==> config.mk <==
export PLATFORM = sky130hd
export DESIGN_NAME = cpu_datapath
export DESIGN_NICKNAME = d
export VERILOG_FILES = /design/src/rtl/cpu_datapath.sv
export SDC_FILE = /design/constraint.sdc
export NUM_CORES = 1
export LEC_CHECK = 0
export ABC_AREA = 1
export CORE_UTILIZATION = 45
export CTS_CLUSTER_SIZE = 25
export DETAILED_ROUTE_END_ITERATION = 10
export RECOVER_POWER = 25
export SLEW_MARGIN = 30
export SYNTH_ARGS = -nofsm -noshare
export SYNTH_HDL_FRONTEND = slang
export SYNTH_SLANG_ARGS = --single-unit
export TNS_END_PERCENT = 100
==> constraint.sdc <==
create_clock -name clk -period 9.2 [get_ports clk]
set_input_delay 1.84 -clock clk [delete_from_list [all_inputs] [get_ports clk]]
set_output_delay 1.84 -clock clk [all_outputs]
set_load 0.01 [all_outputs]
==> src/rtl/cpu_datapath.sv <==
// rtl/cpu_datapath.sv - multi-cycle CPU datapath: register file, IR, MDR, status and ALU
//
// Executes one control word per cycle from the external FSM controller.
// The program counter is register-file entry PC_INDEX.
//
// Ports:
//   clk, rst                  rising-edge clock, synchronous active-high reset
//   status_we                 load status from the ALU result
//   alu_op[2:0]               000 AND, 001 OR, 010 XOR, 011 ADD, 100 SUB, others -> 0
//   alu_in0                   0 = out0, 1 = PC
//   alu_in1[1:0]              00 = out1, 01 = sext(IR[7:0]), 10 = 1, 11 = 0
//   memory_write              memory write strobe, forwarded to mem_we
//   memory_addr[1:0]          00 = PC, 01 = out0, 10 = out1, 11 = PC
//   ins_reg                   load IR from mem_rdata
//   reg_data[1:0]             00 = zext(IR[7:0]), 01 = MDR, 10 = ALU, 11 = out1
//   reg_addr[1:0]             00 = IR[11:8], 01 = IR[7:4], 10 = PC_INDEX, 11 = no write
//   regfile_write             register-file write enable
//   opcode[3:0]               IR[15:12]
//   status[1:0]               {ZERO, NEG}
//   mem_addr, mem_wdata       memory address / store data (out1)
//   mem_we                    memory write enable
//   mem_rdata                 synchronous-read memory data, one cycle latency

module cpu_datapath #(
    parameter int DATA_W    = 16,
    parameter int REG_COUNT = 16,
    parameter int PC_INDEX  = 15
) (
    input  logic              clk,
    input  logic              rst,
    input  logic              status_we,
    input  logic [2:0]        alu_op,
    input  logic              alu_in0,
    input  logic [1:0]        alu_in1,
    input  logic              memory_write,
    input  logic [1:0]        memory_addr,
    input  logic              ins_reg,
    input  logic [1:0]        reg_data,
    input  logic [1:0]        reg_addr,
    input  logic              regfile_write,
    output logic [3:0]        opcode,
    output logic [1:0]        status,
    output logic [DATA_W-1:0] mem_addr,
    output logic [DATA_W-1:0] mem_wdata,
    output logic              mem_we,
    input  logic [DATA_W-1:0] mem_rdata
);

    localparam logic [3:0] PC_SEL  = 4'(PC_INDEX);

    localparam logic [2:0] ALU_AND = 3'b000;
    localparam logic [2:0] ALU_OR  = 3'b001;
    localparam logic [2:0] ALU_XOR = 3'b010;
    localparam logic [2:0] ALU_ADD = 3'b011;
    localparam logic [2:0] ALU_SUB = 3'b100;

    logic [DATA_W-1:0] regs [REG_COUNT];
    logic [DATA_W-1:0] ir;
    logic [DATA_W-1:0] mdr;
    logic [1:0]        status_q;

    logic [DATA_W-1:0] out0;
    logic [DATA_W-1:0] out1;
    logic [DATA_W-1:0] pc;
    logic [DATA_W-1:0] imm_sext;
    logic [DATA_W-1:0] imm_zext;
    logic [DATA_W-1:0] alu_a;
    logic [DATA_W-1:0] alu_b;
    logic [DATA_W-1:0] alu_res;
    logic [DATA_W-1:0] wr_data;
    logic [3:0]        wr_idx;
    logic              wr_en;

    // Read ports see the pre-edge contents, so a same-cycle write is not forwarded.
    assign out0     = regs[ir[7:4]];
    assign out1     = regs[ir[3:0]];
    assign pc       = regs[PC_SEL];
    assign imm_sext = {{(DATA_W-8){ir[7]}}, ir[7:0]};
    assign imm_zext = {{(DATA_W-8){1'b0}}, ir[7:0]};

    assign opcode    = ir[15:12];
    assign status    = status_q;
    assign mem_wdata = out1;
    assign mem_we    = memory_write;

    always_comb begin
        alu_a = alu_in0 ? pc : out0;
    end

    always_comb begin
        case (alu_in1)
            2'b00:   alu_b = out1;
            2'b01:   alu_b = imm_sext;
            2'b10:   alu_b = {{(DATA_W-1){1'b0}}, 1'b1};
            default: alu_b = '0;
        endcase
    end

    // Arithmetic wraps modulo 2^DATA_W; there is no carry flag.
    always_comb begin
        case (alu_op)
            ALU_AND: alu_res = alu_a & alu_b;
            ALU_OR:  alu_res = alu_a | alu_b;
            ALU_XOR: alu_res = alu_a ^ alu_b;
            ALU_ADD: alu_res = alu_a + alu_b;
            ALU_SUB: alu_res = alu_a - alu_b;
            default: alu_res = '0;
        endcase
    end

    always_comb begin
        case (memory_addr)
            2'b01:   mem_addr = out0;
            2'b10:   mem_addr = out1;
            default: mem_addr = pc;
        endcase
    end

    always_comb begin
        case (reg_data)
            2'b00:   wr_data = imm_zext;
            2'b01:   wr_data = mdr;
            2'b10:   wr_data = alu_res;
            default: wr_data = out1;
        endcase
    end

    // reg_addr 11 has no destination; it masks regfile_write entirely.
    always_comb begin
        wr_en  = regfile_write;
        wr_idx = ir[11:8];
        case (reg_addr)
            2'b00:   wr_idx = ir[11:8];
            2'b01:   wr_idx = ir[7:4];
            2'b10:   wr_idx = PC_SEL;
            default: wr_en  = 1'b0;
        endcase
    end

    always_ff @(posedge clk) begin
        if (rst) begin
            for (int i = 0; i < REG_COUNT; i++) begin
                regs[i] <= '0;
            end
            ir       <= '0;
            mdr      <= '0;
            status_q <= '0;
        end else begin
            mdr <= mem_rdata;
            if (ins_reg) begin
                ir <= mem_rdata;
            end
            if (status_we) begin
                status_q <= {alu_res == '0, alu_res[DATA_W-1]};
            end
            if (wr_en) begin
                regs[wr_idx] <= wr_data;
            end
        end
    end

endmodule
# == Word-level counts from Yosys, hierarchy flattened ==
# Memories as Yosys holds them, arrays and structs flattened. A register that Yosys moved wholly into a read port is not among the register bits.
# Cells that the tools add are included.
# totals
ff_bits,34
ram_bits,256
in_bits,34
output_inout_bits,39
elab_cells,47
n_memories,1
# memory_table
memory,words,width,read_ports,rd_clocked_by_memory_dff,write_ports,line,source
regs,16,16,3,2,16,57,logic [DATA_W-1:0] regs [REG_COUNT];
# op_classes
n_addsub,2
n_eq_ne,12
n_mux,19
bitwise,3
reduce_logical,7
# op_table
operator,n
16-bit case mux with 3 select lines,2
16-bit case mux with 5 select lines,1
16-bit two-way mux,2
16-bit case mux with 2 select lines,1
4-bit two-way mux,5
16-bit adder,1
16-bit bitwise AND,1
16-bit logical NOT,1
16-bit OR,1
16-bit OR reduction,1
16-bit subtractor,1
16-bit bitwise XOR,1
2-bit by 1-bit == test with 1-bit output (second input constant),4
2-bit == test (second input constant),4
4-bit case mux with 2 select lines,1
1-bit two-way mux,7
3-bit by 2-bit == test with 1-bit output (second input constant),2
2-bit logical NOT,3
3-bit by 1-bit == test with 1-bit output (second input constant),1
3-bit == test (second input constant),1
3-bit logical NOT,1
3-bit OR reduction,1

# == Longest topological paths before layout ==
# depth
depth_word,8
depth_mapped,33
mapped_depth_nobuf,31

# == Worst setup path after synthesis ==
# OpenSTA, ideal clock, no wires.
# synth_timing
path_kind,input to register
startpoint,input port alu_in1[1]
endpoint,memory regs[10][11] (data pin)
setup_time_ns,0.266
t_arrival_ns,5.681
t_required_ns,8.934
path_slack_ns,3.254
cell_stages,23
path_buffers,2
cell_sequence,nor2_1 clkbuf_1 nand2_1 nand2_1 inv_1 ha_1 nand2_1 nor3_1 or2_2 xor2_1 ha_1 a21oi_1 a21boi_0 nand2_1 a21boi_0 o21ai_0 nor2_1 nor2_1 nand2_1 nand2_1 a221oi_1 buf_2 nor2_1
# synth_rtl
item,line,source
from (decl),34,"input logic [1:0] alu_in1,"
to (decl),57,

==> reports/metrics.csv <==
metric,value,unit
start_util,45.61,%
status,"finished, violations left",
finClkSkew,0.02500,ns
numPlacedInstances,2842,
cts_buffers,36,
wl_per_cell,22.00,um
num-fill-cells,3844,
fp.dieH,205.4,um
fin_tns_setup,0,ns
slew_violations,34,
postCtsSetupBuffers,0,
avgViaCountPerCell,5.855,
yosysWarnings,0,
cts-htree-levels,2,
fin_util,50.34,%
die_w,205.4,um
finalHoldViolCount,0,
cts.path.max_buffers,3,
placed_area,0.01952,sq mm
drt_wl_total,63830,um
synth_flop_cell,edfxtp_1,
ctsHoldBuffers,0,
final_common_cell,nand2_1,
cp_common_cell,nand3_1,
relSlewSlack,-73.04,%
fin_nets,2436,
antenna_found_initial,0,
std_cell_rows,74,
finalCritPeriodShare,68.68,%
cts_resized,0,
area_growth,10.39,%
synth_fp_nets,2463,
rsz0062_at_grt,no,
drt_pass1_iterations,7,
vias,16990,
clock_latency,0.56,ns
routed.top_layer,met4,
vdd_drop_max,0.0001573,V
ys_types,45,
setup_slack,2.881,ns
worst_path_largest_cell_delay,0.91,ns
ys_top_cells_by_area,"edfxtp_1 41%, nand2_1 8.4%, nor2_1 7.1%",
p_total,3.819,mW
core,0.04083,sq mm
tightest_slew,2.569,ns
wl_met2,29060,um
p_leak,8.287,nW
crit_type,flop to flop,
grt.overflow.total,0,
cts.sinks,298,
dp_worst_setup_slack,2.629,ns
ys_ff_latch,298,
ant_nets,0,
routabilityCongestion,0.9227,
min_path_type,flop to flop,
clkTransAtPathRegs,0.06,ns
worstPathArrival,6.57,ns
grt_max_degree,119,
track_usage,30.39,%
root_buffer,clkbuf_16,
cp_max_fo,77,
synth.yosys.seq_area_share,45.80,%
met1_length,27430,um
crit_path_end_kind,flop,
grt_pass1_wl,95250,um
drtIter0Drc,1912,
tritoncts,done,
drc,0,
crit_required,9.45,ns
post-route-min-period,6.319,ns
grt_pass1_vias,15930,
crit_slowest_cell,dfxtp_4,
syn_area_per_cell,7.841,sq um
setup_viol,0,
synth_top_area_share,41.28,%
path_cells,"buf_4, nand2_1, o211ai_2, nand3_1, nand3_1, nand2_2, a21oi_1, ha_1, nand2_1, nor3_1, nand3_1, nor3_2, nor2_1, xor2_1, ha_1, nand2_1, inv_1, a21boi_0, or2_2, nand3_1, nand3_1, a221oi_2, buf_4, nor2_1",
final_cell_mix,"408 x nand2_1, 353 x nor2_1, 275 x inv_1, 256 x edfxtp_1, 197 x nand3_1",
p_per_area,185.8,mW/mm^2
ios,73,
startpoint_type,flop,
final_cell_area,0.02056,sq mm
max_freq,158.3,MHz
met3WireLength,5134,um
cap_violations,2,
synthArstFlopShare,0,%
final_layout_size_suffix_gt1_share,5.488,%
portBuffers,70,
instances_no_fill,2901,
violations,"max-capacitance violations, max-slew violations",
hpwl,41730,um
synth_top_area_cell,edfxtp_1,
syn_inst,2375,
whs,0.4768,ns
synthesis.area,0.01862,sq mm
synth_edf_count,256,
die_area,0.04220,sq mm
diodes,0,
[cell families after synthesis]
| kind of cell | after synthesis | share of synthesized area (%) |
|---|---|---|
| AND/OR/NAND/NOR | 1017 | 22.56 |
| AO/OA/AOI/OAI | 546 | 17.15 |
| buffers and inverters | 444 | 10.07 |
| flip-flops | 298 | 45.80 |
| adder cells (fa/ha/maj) | 54 | 3.669 |
| XOR/XNOR | 16 | 0.7526 |
[worst max-delay path, delay by kind of cell, from the launching register on]
kind / cells / cell delay [ns]
AO/OA/AOI/OAI: 4 / 1.15
XOR/XNOR: 1 / 0.15
buffers and inverters: 3 / 0.97
adder cells (fa/ha/maj): 2 / 0.60
flip-flops: 1 / 0.91
AND/OR/NAND/NOR: 14 / 2.10
[registers in the layout, indices dropped and copies added (netlist names), named ones only]
name and count:
regs 256, status 2, mdr 16, ir 16
[cell usage after synthesis (2+ instances only)]
cell,count
a21boi_0,3
a21oi_1,196
a21oi_2,12
a221oi_1,13
a22oi_1,18
a31oi_1,3
buf_1,20
buf_2,23
buf_4,9
buf_6,19
clkbuf_1,96
dfxtp_1,42
edfxtp_1,256
ha_1,53
inv_1,275
nand2_1,416
nand2_2,8
nand3_1,197
nand3b_1,4
nand4_1,6
nor2_1,353
nor3_1,6
o211ai_1,74
o211ai_2,3
o21a_1,3
o21ai_0,187
o21ai_1,2
o221ai_1,20
o22ai_1,8
or2_0,4
or2_1,12
or2_2,7
xor2_1,15
[per-layer routing]
| metal | global-route usage [%] | up-vias |
|---|---|---|
| met4 | 12.46 | 0 |
| met1 | 42.92 | 8118 |
| met5 | 0 | - |
| li1 | - | 7923 |
| met2 | 47.65 | 814 |
| met3 | 3.104 | 130 |
[report_power, final]
group | internal [mW] | total (mW) | leakage, nW | switching, mW
clock network | 0.758 | 1.31 | 0.515 | 0.555
registers | 1.53 | 1.57 | 3.00 | 0.0466
logic | 0.292 | 0.932 | 4.77 | 0.640
[cell type report]
cell class                      count  area, sq um  share of cell area [%]
Multi-Input combinational cell   1633         8322                   40.48
Tap cell                          532        665.6                   3.238
Timing Repair Buffer              102        935.9                   4.553
Sequential cell                   298         8541                   41.55
Inverter                          277         1042                   5.070
Clock inverter                     10        47.55                  0.2313
Clock buffer                       49         1002                   4.876
[worst paths after layout]
kind	to	depth (start not counted)	startpoint	slack [ns]
setup / recovery	regs[0][12]	24	flop	2.88
hold / removal	status[1]	2	status[1]	0.48
setup reg to reg	regs[0][12]	24	flop	2.88
hold reg to reg	status[1]	2	status[1]	0.48
No activity file was read; power rests on OpenSTA's default activity.
==> variant 1 (same settings) <==
Register the input `mem_rdata` before use, without a reset. The logic sees it one clock later. The other inputs are not delayed to match. Comments in the files are not updated.
--- a/src/rtl/cpu_datapath.sv
+++ b/src/rtl/cpu_datapath.sv
@@ -54,4 +54,10 @@
     localparam logic [2:0] ALU_ADD = 3'b011;
     localparam logic [2:0] ALU_SUB = 3'b100;
+
+    logic [DATA_W-1:0] mem_rdata_q;
+
+    always_ff @(posedge clk) begin
+        mem_rdata_q <= mem_rdata;
+    end
 
     logic [DATA_W-1:0] regs [REG_COUNT];
@@ -147,7 +153,7 @@
             status_q <= '0;
         end else begin
-            mdr <= mem_rdata;
+            mdr <= mem_rdata_q;
             if (ins_reg) begin
-                ir <= mem_rdata;
+                ir <= mem_rdata_q;
             end
             if (status_we) begin
Formal check against the unedited RTL: not equivalent (Yosys sat finds a counterexample within 4 cycles, from zero or initial values and one cycle with rst high).
==> variant 1 against the original RTL <==
Wire length is 0.98% lower. Via count rose by 1.3%. Power grew 6.2%. Setup slack got worse by 350 ps. Critical path type is now reg2out. Largest cell class unchanged. Design area grew 3.1%. Sequential cell count is 16 higher. Register-to-register slack got worse by 160 ps. Die area rose by 3.0%. Clock power is 11% higher. The run still ends with capacitance limit, slew limit left. Area after synthesis grew 3.1%. Largest power group unchanged.
==> variant 1: results (changes against the original RTL) <==
\begin{tabular}{lr}
\hline
Metric & Value \\
\hline
\multicolumn{2}{l}{\textbf{Run status}} \\
Outcome & finished with violations \\
Failing checks & capacitance limit, slew limit \\
\multicolumn{2}{l}{\textbf{Placed design}} \\
HPWL after detailed placement & 41900 um (+0.38\%) \\
\multicolumn{2}{l}{\textbf{Logic synthesis}} \\
Synth Area in Compound Gates & 16.8\% (-0.32 points) \\
Syn\_nets & 2515 (+2.1\%) \\
Synth Area in XOR/XNOR & 0.639\% (-0.11 points) \\
Leading post-synthesis cells by cell area & sky130\_fd\_sc\_hd\_\_edfxtp\_1 (40\%), sky130\_fd\_sc\_hd\_\_nand2\_1 (8.7\%), sky130\_fd\_sc\_hd\_\_nor2\_1 (6.6\%) \\
Post-synth top cells & sky130\_fd\_sc\_hd\_\_nand2\_1 (444), sky130\_fd\_sc\_hd\_\_nor2\_1 (339), sky130\_fd\_sc\_hd\_\_inv\_1 (278), sky130\_fd\_sc\_hd\_\_edfxtp\_1 (256), sky130\_fd\_sc\_hd\_\_nand3\_1 (207) \\
Distinct cell type count of the synthesized netlist & 46 (+2.2\%) \\
\multicolumn{2}{l}{\textbf{Layout}} \\
Inverters & 280 (+1.1\%) \\
FILL cells & 4047 (+5.3\%) \\
Count of placed standard cells in the final layout, fillers left out & 2960 (+2.0\%) \\
\multicolumn{2}{l}{\textbf{Drt}} \\
Post-route met1 wirelength & 27600 um (+0.74\%) \\
Detailed Routing Iterations Pass 1 & 6 (-1) \\
Vias after detailed routing & 17200 (+1.3\%) \\
First-iteration detailed-routing DRC count & 1857 (-2.9\%) \\
\multicolumn{2}{l}{\textbf{Global routing}} \\
Met3 Use GR & 3.43\% (+0.32 points) \\
Met2 GRT Util & 45.4\% (-2.3 points) \\
Pin count of the biggest net entering global routing & 207 (+74\%) \\
First-pass GRT wire length & 96000 um (+0.80\%) \\
\multicolumn{2}{l}{\textbf{Timing}} \\
Clock skew & 20.8 ps (-4.21 ps) \\
Count of pins over their slew limit & 84 (+150\%) \\
\multicolumn{2}{l}{\textbf{Hold path}} \\
HP Start & mem\_rdata\_q[1]\$\_DFF\_P\_ \\
Hold path endpoint & mdr[1]\$\_SDFF\_PP0\_ \\
\multicolumn{2}{l}{\textbf{Worst setup path}} \\
Slowest stage delay, CP & 1490 ps (+580 ps) \\
End of the worst register-to-register path & regs[1][12]\$\_SDFFCE\_PN0P\_ \\
\multicolumn{2}{l}{\textbf{Job}} \\
Max-Cap Viols & 2 (unchanged) \\
\hline
\end{tabular}
-- variant 1: changes by cell type after synthesis, moves of 11 or more --
cell | before | now
sky130_fd_sc_hd__o21ai_0 | 187 | 173
sky130_fd_sc_hd__nand2_1 | 416 | 444
sky130_fd_sc_hd__dfxtp_1 | 42 | 58
sky130_fd_sc_hd__nor2_1 | 353 | 339
sky130_fd_sc_hd__buf_1 | 20 | 9
-- variant 1: worst max path at each step --
stage	start	endpoint	slack, ps
after detailed placement	alu_in1[1]	regs[1][12]$_SDFFCE_PN0P_	2180
after global placement	alu_in1[1]	regs[5][12]$_SDFFCE_PN0P_	2190
after CTS	alu_in1[1]	regs[5][12]$_SDFFCE_PN0P_	2750
after floorplan	alu_in1[1]	regs[5][11]$_SDFFCE_PN0P_	3350
final	flip-flop	mem_addr[6]	2530
after global routing	flip-flop	regs[5][12]$_SDFFCE_PN0P_	2170
==> variant 2 (same flow settings) <==
Without the edit above. Change the parameter `REG_COUNT` from 16 to 32.
--- a/src/rtl/cpu_datapath.sv
+++ b/src/rtl/cpu_datapath.sv
@@ -24,5 +24,5 @@
 module cpu_datapath #(
     parameter int DATA_W    = 16,
-    parameter int REG_COUNT = 16,
+    parameter int REG_COUNT = 32,
     parameter int PC_INDEX  = 15
 ) (
Function: not settled (the Yosys comparison gave no result); the edit may change what the design does.
==> variant 2 against the original RTL <==
The flow still finishes with violations (capacitance limit, slew limit). Sequential cell count unchanged. Setup slack lost 570 ps. Wire length down 2.5%. Area after synthesis shrank 0.56%. Utilization grew 1.2 points. Power increased by 5.2%. Design area is 0.68% higher. Critical path type unchanged. Critical endpoint is now regs[2][14]$_SDFFCE_PN0P_.
==> variant 2: results (changes against the original RTL) <==
\begin{tabular}{lr}
\hline
Metric & Value \\
\hline
\multicolumn{2}{l}{\textbf{Layout}} \\
Register fraction of the total cell area & 41.3\% (-0.28 points) \\
Clock buffer and inverter area fraction after layout & 5.93\% (+0.82 points) \\
Final instance area & 0.0207 sq mm (+0.68\%) \\
Share of final-layout standard cells stronger than drive strength 1 & 5.95\% (+0.46 points) \\
FILL cells & 3855 (+0.29\%) \\
Count of placed standard cells in the final layout, fillers left out & 2894 (-0.24\%) \\
Seq Cell Count & 298 (unchanged) \\
Number of nets in the final layout & 2432 (-0.16\%) \\
\multicolumn{2}{l}{\textbf{Global routing}} \\
Met3 Use GR & 3.95\% (+0.84 points) \\
Met1 GRT Util & 41.3\% (-1.6 points) \\
\multicolumn{2}{l}{\textbf{Clock tree}} \\
Number of buffers created by CTS & 35 (-2.8\%) \\
\multicolumn{2}{l}{\textbf{Power and ir drop}} \\
Clock group share of total power & 37.9\% (+3.5 points) \\
Worst vdd rail ir drop & 128 uV (-19\%) \\
Leakage & 8.34 nW (+0.68\%) \\
Cell internal pwr & 2.77 mW (+7.6\%) \\
\multicolumn{2}{l}{\textbf{Logic synthesis}} \\
Synth Cell Area & 0.0185 sq mm (-0.56\%) \\
Leading post-synthesis cells by cell area & sky130\_fd\_sc\_hd\_\_edfxtp\_1 (42\%), sky130\_fd\_sc\_hd\_\_nand2\_1 (8.5\%), sky130\_fd\_sc\_hd\_\_nor2\_1 (7.2\%) \\
Sequential cell area fraction in the yosys report & 46.1\% (+0.26 points) \\
\multicolumn{2}{l}{\textbf{Drt}} \\
First-iteration detailed-routing DRC count & 1779 (-7.0\%) \\
Drt wl/cell & 21.5 um (-2.2\%) \\
Detailed Routing Iterations Pass 1 & 5 (-2) \\
Vias after detailed routing & 16800 (-1.1\%) \\
\multicolumn{2}{l}{\textbf{Worst setup path}} \\
Highest fanout seen on the critical path & 61 (-21\%) \\
Cell with the largest stage delay on the worst path & sky130\_fd\_sc\_hd\_\_buf\_4 \\
Worst-case reg-to-reg path depth & 25 (+4.2\%) \\
Slowest stage delay, CP & 700 ps (-210 ps) \\
\multicolumn{2}{l}{\textbf{Run status}} \\
Outcome & finished with violations \\
Failing checks & capacitance limit, slew limit \\
\multicolumn{2}{l}{\textbf{Placed design}} \\
Placed cell count & 2831 (-0.39\%) \\
Global placer's final weighted congestion & 0.949 (+2.9\%) \\
Worst Setup Slack post-DPL & 2430 ps (-194 ps) \\
\multicolumn{2}{l}{\textbf{Job}} \\
Max-Cap Viols & 1 (-1) \\
\multicolumn{2}{l}{\textbf{Timing}} \\
Count of pins over their slew limit & 17 (-50\%) \\
\hline
\end{tabular}
==> variant 2: cell types whose count changed after synthesis, sizes merged, moves of 6 or more <==
cell    delta
o221ai     -6
o21ai      -6
a21oi      -8
nand3     +13
clkbuf     +7
buf        -8
o211ai    +10
==> variant 2: worst max-delay path, delay by kind of cell (launching register included) <==
family                     cells  cell delay (ps)
AOI/OAI and AO/OA              6             1420
xor gates and xnor gates       1              170
adders and majority gates      2              570
buffers and inverters          4             1700
DFF                            1              310
and+or+nand+nor               12             2310
==> variant 2: how the worst max path moves through the flow <==
stage                                  to  slack [ps]  depth (start not counted)
2_1_floorplan  regs[10][11]$_SDFFCE_PN0P_        3170                         23
3_3_place_gp    regs[2][14]$_SDFFCE_PN0P_        2370                         21
3_5_place_dp    regs[7][14]$_SDFFCE_PN0P_        2430                         22
4_1_cts         regs[2][14]$_SDFFCE_PN0P_        2550                         25
5_1_grt         regs[2][14]$_SDFFCE_PN0P_        1970                         25
6_report        regs[2][14]$_SDFFCE_PN0P_        2310                         25
==> variant 2: layer usage <==
layer,wire length [um],up-vias
li1,-,7937
met1,26600,7977
met2,28400,759
met3,5030,133
met4,2260,0
met5,0,-
==> variant 2: kinds of logic (layout without fill, tap and decap cells) <==
| kind of cell | after synthesis | count (layout) | share of synthesized area (%) |
|---|---|---|---|
| adder cells (fa/ha/maj) | 54 | 54 | 3.69 |
| flip-flops | 298 | 298 | 46.1 |
| AND/OR/NAND/NOR | 1027 | 1027 | 22.8 |
| XOR/XNOR | 16 | 16 | 0.757 |
| buffers and inverters | 443 | 438 | 9.73 |
| AO/OA/AOI/OAI | 536 | 536 | 16.9 |
